<file path="config.mk">
export PLATFORM = sky130hd
export DESIGN_NAME = full_adder_core
export DESIGN_NICKNAME = d
export VERILOG_FILES = /design/src/rtl/full_adder_pkg.sv /design/src/rtl/full_adder_cell.sv /design/src/rtl/full_adder_core.sv
export SDC_FILE = /design/constraint.sdc
export NUM_CORES = 1
export LEC_CHECK = 0
export CAP_MARGIN = 20
export CORE_AREA = 2 2 39 41
export DETAILED_ROUTE_END_ITERATION = 8
export DIE_AREA = 0 0 41 43
export GPL_TIMING_DRIVEN = 0
export PLACE_DENSITY = 0.3
export SLEW_MARGIN = 5
export SYNTH_ARGS = -nofsm -noshare
export SYNTH_HDL_FRONTEND = slang
export SYNTH_SLANG_ARGS = --single-unit
</file>
<file path="constraint.sdc">
create_clock -name clk -period 2.5 [get_ports clk]
set_input_delay 0.5 -clock clk [delete_from_list [all_inputs] [get_ports clk]]
set_output_delay 0.5 -clock clk [all_outputs]
set_load 0.005 [all_outputs]
</file>
<file path="src/rtl/full_adder_pkg.sv">
// rtl/full_adder_pkg.sv - shared constants and the 1-bit full-adder reference function
package full_adder_pkg;

  localparam int FA_DEFAULT_WIDTH = 1;

  // Returns {cout, s} for one full-adder bit.
  function automatic logic [1:0] fa_bit(input logic a, input logic b, input logic cin);
    return {(a & b) | (cin & (a ^ b)), a ^ b ^ cin};
  endfunction

endpackage

</file>
<file path="src/rtl/full_adder_cell.sv">
// rtl/full_adder_cell.sv - purely combinational 1-bit full-adder cell
module full_adder_cell (
  input  logic a,
  input  logic b,
  input  logic cin,
  output logic s,
  output logic cout
);

  assign s    = a ^ b ^ cin;
  assign cout = (a & b) | (cin & (a ^ b));

endmodule

</file>
<file path="src/rtl/full_adder_core.sv">
// rtl/full_adder_core.sv - registered ripple-carry adder of WIDTH full-adder cells
// Optional signed-overflow output ovf is compiled in with FULL_ADDER_OVF_EN.
module full_adder_core
  import full_adder_pkg::*;
#(
  parameter int WIDTH = FA_DEFAULT_WIDTH
) (
  input  logic             clk,
  input  logic             rst,
  output logic [WIDTH-1:0] S,
  output logic             C_O,
  input  logic [WIDTH-1:0] A,
  input  logic [WIDTH-1:0] B,
  input  logic             C_I,
  input  logic             in_valid,
  output logic             out_valid
`ifdef FULL_ADDER_OVF_EN
  ,
  output logic             ovf
`endif
);

  logic [WIDTH:0]   carry;
  logic [WIDTH-1:0] sum;

  assign carry[0] = C_I;

  for (genvar i = 0; i < WIDTH; i++) begin : g_cell
    full_adder_cell u_cell (
      .a    (A[i]),
      .b    (B[i]),
      .cin  (carry[i]),
      .s    (sum[i]),
      .cout (carry[i+1])
    );
  end

  // Result registers hold their value while in_valid is low; out_valid is a one-cycle strobe.
  always_ff @(posedge clk) begin
    if (rst) begin
      S         <= '0;
      C_O       <= 1'b0;
      out_valid <= 1'b0;
    end else begin
      out_valid <= in_valid;
      if (in_valid) begin
        S   <= sum;
        C_O <= carry[WIDTH];
      end
    end
  end

`ifdef FULL_ADDER_OVF_EN
  // Two's-complement overflow: carry into the MSB cell differs from its carry out.
  always_ff @(posedge clk) begin
    if (rst) begin
      ovf <= 1'b0;
    end else if (in_valid) begin
      ovf <= carry[WIDTH] ^ carry[WIDTH-1];
    end
  end
`endif

endmodule

</file>
==> results of run 1 <==
==> routing by layer <==
metal | GRT usage [%] | part of all wire, % | vias up
met4 | 8.00 | 5.8 | 0
met5 | 0 | 0 | -
li1 | - | - | 52
met1 | 3.55 | 50 | 44
met3 | 4.71 | 20 | 2
met2 | 3.13 | 24 | 11
==> path summary, 6_finish.rpt <==
kind | endpoint | depth (start not counted)
worst max-delay path | S | 1
worst min-delay path | C_O | 2
worst max register to register | C_O | 2
worst min register to register | C_O | 2
==> kinds of logic after synthesis <==
group	after synthesis	synth area share (%)
adders and majority gates	1	17.6
DFF	3	52.7
muxes	2	17.6
and+or+nand+nor	3	12.1
==> metrics by stage <==
stage | setup WS (ps) | power [W]
finish | 936 | 0.000161
global route | 901 | 0.000173
CTS | 930 | 0.000167
detailed placement | 788 | 0.0000776
global placement | 785 | 0.0000777
floorplan | 1260 | 0.0000600
==> power groups by stage <==
| stage | Clock [W] | Sequential [W] | Combinational [W] |
|---|---|---|---|
| finish | 0.0000847 | 0.0000534 | 0.0000233 |
| global route | 0.0000939 | 0.0000535 | 0.0000253 |
| CTS | 0.0000899 | 0.0000532 | 0.0000236 |
| detailed placement | 0 | 0.0000540 | 0.0000236 |
| global placement | 0 | 0.0000539 | 0.0000238 |
| floorplan | 0 | 0.0000542 | 0.00000582 |
==> flip-flops by register name (all words and copies together) (netlist names) <==
signal	flops
out_valid	1
C_O	1
S	1
==> synth_stat cells <==
cell / number
mux2i_1: 2
nor2b_1: 1
dfxtp_1: 3
nor2_1: 2
fa_1: 1
==> layout make-up <==
cell class	count	area (um^2)
Multi-Input combinational cell	6	53.8
Clock buffer	4	26.3
Timing Repair Buffer	8	80.1
Sequential cell	3	60.1
Tap cell	16	20.0
Fill cell	158	1140
==> run summary, run 1 <==
outcome -> completed
# Post-CTS Setup Buffers -> 0
Yosys cell types -> 5
Pint -> 0.000128 W
Cell Area, Placed -> 214 um^2
crit end category -> output pin
register area share after synthesis -> 52.7%
r2r startpoint -> C_O
Yosys top cell area share -> 52.7%
Final Max Tran Viols -> 0
Startpoint Class -> flip-flop
Die Wd -> 41 um
logic gate share of total power -> 14.5%
final instance area -> 240 um^2
YS warnings -> 0
minimum clock period -> 1560 ps
Initial DRC Count -> 1
first-pass GRT wire length -> 365 um
total I/O pin count -> 9
Rows -> 14
syn_area_per_cell -> 12.7 um^2
Gate Count Post-Synth -> 9
critical path cell sequence -> clkdlybuf4s50_1
CTS H-Tree Depth -> 1
reg2reg setup slack -> 1910 ps
Syn Nets -> 16
total CTS buffers -> 3
drt total wl -> 258 um
vias in the first global route -> 98
max_slew headroom -> 91.3%
largest net degree at the start of global routing -> 4
post-CTS sizing -> 0
final antenna-violating net count -> 0
cell leakage power -> 0.0951 nW
Area growth syn-to-layout -> 111%
DR WL/cell -> 6.97 um
antenna violations before repair -> 0
Clk pwr share -> 52.5%
Sw Pwr -> 0.0000335 W
Worst path top cell family by delay -> buffers and inverters
most common cell after layout, fill and taps aside -> clkdlybuf4s50_1
total via count in the routed design -> 109
total core area -> 1380 um^2
period utilization -> 62.6%
Reg clk slew, reported paths -> 40 ps
post-synthesis register bit count -> 3
Post-route DRC -> 0
root buf cell -> clkbuf_4
setup TNS -> 0 ps
Reg power frac -> 33.1%
DRT Pass-1 Iters -> 2
Mapped Area -> 114 um^2
Die Y-Extent -> 43 um
Largest stage delay, worst path -> 500 ps
critical path's slowest cell -> clkdlybuf4s50_1
final setup violating endpoints -> 0
hold_buf cts -> 0
Hold WC Path Type -> reg -> reg
RSZ-0062 raised after global routing -> no
worst setup path start -> S
share of cells above drive strength 1 -> 14.3%
Remaining Overflow, GRT -> 0
die area -> 1760 um^2
Slew @ Worst Pin -> 127 ps
Util after Layout -> 17.4%
IO Port Bufs -> 8
Max Freq -> 0.639 GHz
nets -> 29
worst hold slack -> 507 ps
pwr dens -> 672 nW/um^2
sw frac -> 20.8%
# diodes -> 0
Vias/cell -> 2.95
critical path data required time -> 2000 ps
worst-case vdd ir drop -> 0.0934 mV
worst skew pair latency -> 230 ps
maxcap violations -> 0
TritonCTS sink count -> 3
maximum fanout along the worst path -> 2
min-delay src -> C_O
clk_skew -> 0 ps
CTS tree -> done
gr usage total -> 4.22%
Hold Violations, Final -> 0
final non-filler cell total -> 37
cell count after placement -> 33
Bufs and invs on worst path -> 1
Initial Utilization -> 8.23%
synth top area cells -> dfxtp_1 53%, fa_1 18%, mux2i_1 18%
GP Congestion -> 0.569
worst path arrival time -> 1060 ps
crit path kind -> reg -> out
CTS Buffer Depth -> 2
commonest cells after routing, fill and taps aside -> 8 x clkdlybuf4s50_1, 3 x dfxtp_1, 3 x clkbuf_4
area leader, netlist -> dfxtp_1
Note: power is estimated with default switching activity, not from simulation.
==> inputs of run 2 (changes only) <==
- clock period: 2.5 -> 1.3 ns (I/O delays scaled with it)
==> run 2 against run 1 <==
Flip-flop and latch count is the same. Clock power grew 92%. Power grew 90%. Global-route usage is the same. Sequential power grew 91%. Final area is the same. Worst hold slack lost 11 ps. Critical path type is now in -> reg. Critical endpoint is now S.
==> run summary, run 2 (synthesis gave the netlist of run 1 again) <==
# Post-CTS Setup Buffers -> 0 (unchanged)
DRT Pass-1 Iters -> 2 (unchanged)
worst setup path start -> A (was S)
crit path kind -> in -> reg (was reg -> out)
TritonCTS sink count -> 3 (unchanged)
Cell Area, Placed -> 214 um^2 (unchanged)
Reg power frac -> 33.4% (was 33.1%)
Initial Utilization -> 8.23% (unchanged)
die area -> 1760 um^2 (unchanged)
largest net degree at the start of global routing -> 4 (unchanged)
first-pass GRT wire length -> 365 um (unchanged)
total CTS buffers -> 3 (unchanged)
Worst Reg-to-Reg Cells -> 2 (unchanged)
root buf cell -> clkbuf_4 (unchanged)
cell leakage power -> 0.116 nW (was 0.0951 nW)
CTS Buffer Depth -> 2 (unchanged)
IO Port Bufs -> 8 (unchanged)
commonest cells after routing, fill and taps aside -> 5 x clkdlybuf4s50_1, 3 x dfxtp_1, 3 x clkbuf_4 (was 8 x clkdlybuf4s50_1, 3 x dfxtp_1, 3 x clkbuf_4)
Clk pwr share -> 53.2% (was 52.5%)
RSZ-0062 raised after global routing -> no (unchanged)
Post-route DRC -> 0 (unchanged)
Vias/cell -> 2.95 (unchanged)
critical path cell sequence -> clkdlybuf4s50_1 > fa_1 > mux2i_1 > nor2_1 (was clkdlybuf4s50_1)
final antenna-violating net count -> 0 (unchanged)
clk_skew -> 0 ps (unchanged)
critical path's slowest cell -> fa_1 (was clkdlybuf4s50_1)
CP endpoint -> S (unchanged)
hold path depth -> 2 (unchanged)
Max Freq -> 0.818 GHz
Initial DRC Count -> 1 (unchanged)
hold_buf cts -> 0 (unchanged)
critical path data required time -> 1420 ps (was 2000 ps)
r2r startpoint -> S (was C_O)
antenna violations before repair -> 0 (unchanged)
total core area -> 1380 um^2 (unchanged)
CTS tree -> done (unchanged)
final setup violating endpoints -> 0 (unchanged)
final instance area -> 240 um^2 (unchanged)
pwr dens -> 1270 nW/um^2 (was 672 nW/um^2)
most common cell after layout, fill and taps aside -> clkdlybuf4s50_1 (unchanged)
CTS H-Tree Depth -> 1 (unchanged)
total I/O pin count -> 9 (unchanged)
gr usage total -> 4.22% (unchanged)
Rows -> 14 (unchanged)
top flop regs -> C_O x1, S x1, out_valid x1 (unchanged)
Hold WC Path Type -> reg -> reg (unchanged)
share of cells above drive strength 1 -> 14.3% (unchanged)
worst path arrival time -> 1340 ps (was 1060 ps)
drt total wl -> 257 um (was 258 um)
sw frac -> 20.9% (was 20.8%)
maxcap violations -> 0 (unchanged)
Worst R2R End -> S (was C_O)
logic gate share of total power -> 13.4% (was 14.5%)
max_slew headroom -> 91.3% (about the same)
crit end category -> flip-flop (was output pin)
outcome -> completed (unchanged)
Startpoint Class -> primary input (was flip-flop)
Die Y-Extent -> 43 um (unchanged)
Area growth syn-to-layout -> 111% (unchanged)
period utilization -> 94.0%
post-CTS sizing -> 2 (was 0)
maximum fanout along the worst path -> 1 (was 2)
Reg clk slew, reported paths -> 40 ps (about the same)
nets -> 29 (unchanged)
worst skew pair latency -> 230 ps (about the same)
Die Wd -> 41 um (unchanged)
minimum clock period -> 1220 ps
Util after Layout -> 17.4% (unchanged)
Final Max Tran Viols -> 0 (unchanged)
vias in the first global route -> 98 (unchanged)
Hold Violations, Final -> 0 (unchanged)
Remaining Overflow, GRT -> 0 (unchanged)
Sw Pwr -> 0.0000641 W (was 0.0000335 W)
setup TNS -> 0 ps (unchanged)
worst-case vdd ir drop -> 0.179 mV (was 0.0934 mV)
# diodes -> 0 (unchanged)
GP Congestion -> 0.569 (unchanged)
DR WL/cell -> 6.95 um (was 6.97 um)
Slew @ Worst Pin -> 126 ps (was 127 ps)
reg2reg setup slack -> 710 ps (was 1910 ps)
Pint -> 0.000242 W (was 0.000128 W)
total via count in the routed design -> 109 (unchanged)
Largest stage delay, worst path -> 470 ps (was 500 ps)
[run 2: routing by layer]
metal	vias up	routed length (um)	GRT usage, %
li1	52	-	-
met4	0	15	8.00
met3	2	54	4.71
met2	11	63	3.13
met1	44	124	3.55
met5	-	0	0
[run 2: cell type report]
cell class,instances,area (um^2)
timing repair buffer,8,80.1
tap,16,20.0
sequential,3,60.1
clock buffer,4,26.3
fill,158,1140
multi-input combinational,6,53.8
[run 2: critical path, delay by kind of cell]
family	cells	cell delay [ps]
mux	1	140
buf+inv	1	430
simple gates	1	50
fa+ha+maj	1	470
[run 2: through the flow]
stage / setup WS (ps) / power, W / cells / hold WS (ps)
final: 78.2 / 0.000306 / 37 / 497
after global routing: 39.1 / 0.000328 / 37 / 521
after CTS: 13.2 / 0.000317 / 37 / 498
after detailed placement: -172 / 0.000149 / 33 / 491
after global placement: -175 / 0.000149 / 33 / 487
after floorplan: 305 / 0.000115 / 9 / 332
[run 2: how the worst min path moves through the flow]
stage | startpoint | endpoint | slack [ps]
6_report | C_O | C_O | 500
5_1_grt | C_O | C_O | 520
4_1_cts | C_O | C_O | 500
3_5_place_dp | C_O | C_O | 490
3_3_place_gp | C_O | C_O | 490
2_1_floorplan | rst | out_valid | 330
[run 2: power groups by stage]
stage / clock, W / sequential, W / combinational (W)
after floorplan: 0 / 0.000104 / 0.0000112
after global placement: 0 / 0.000104 / 0.0000458
after detailed placement: 0 / 0.000104 / 0.0000453
after CTS: 0.000173 / 0.000102 / 0.0000421
after global routing: 0.000180 / 0.000103 / 0.0000446
final: 0.000163 / 0.000102 / 0.0000411
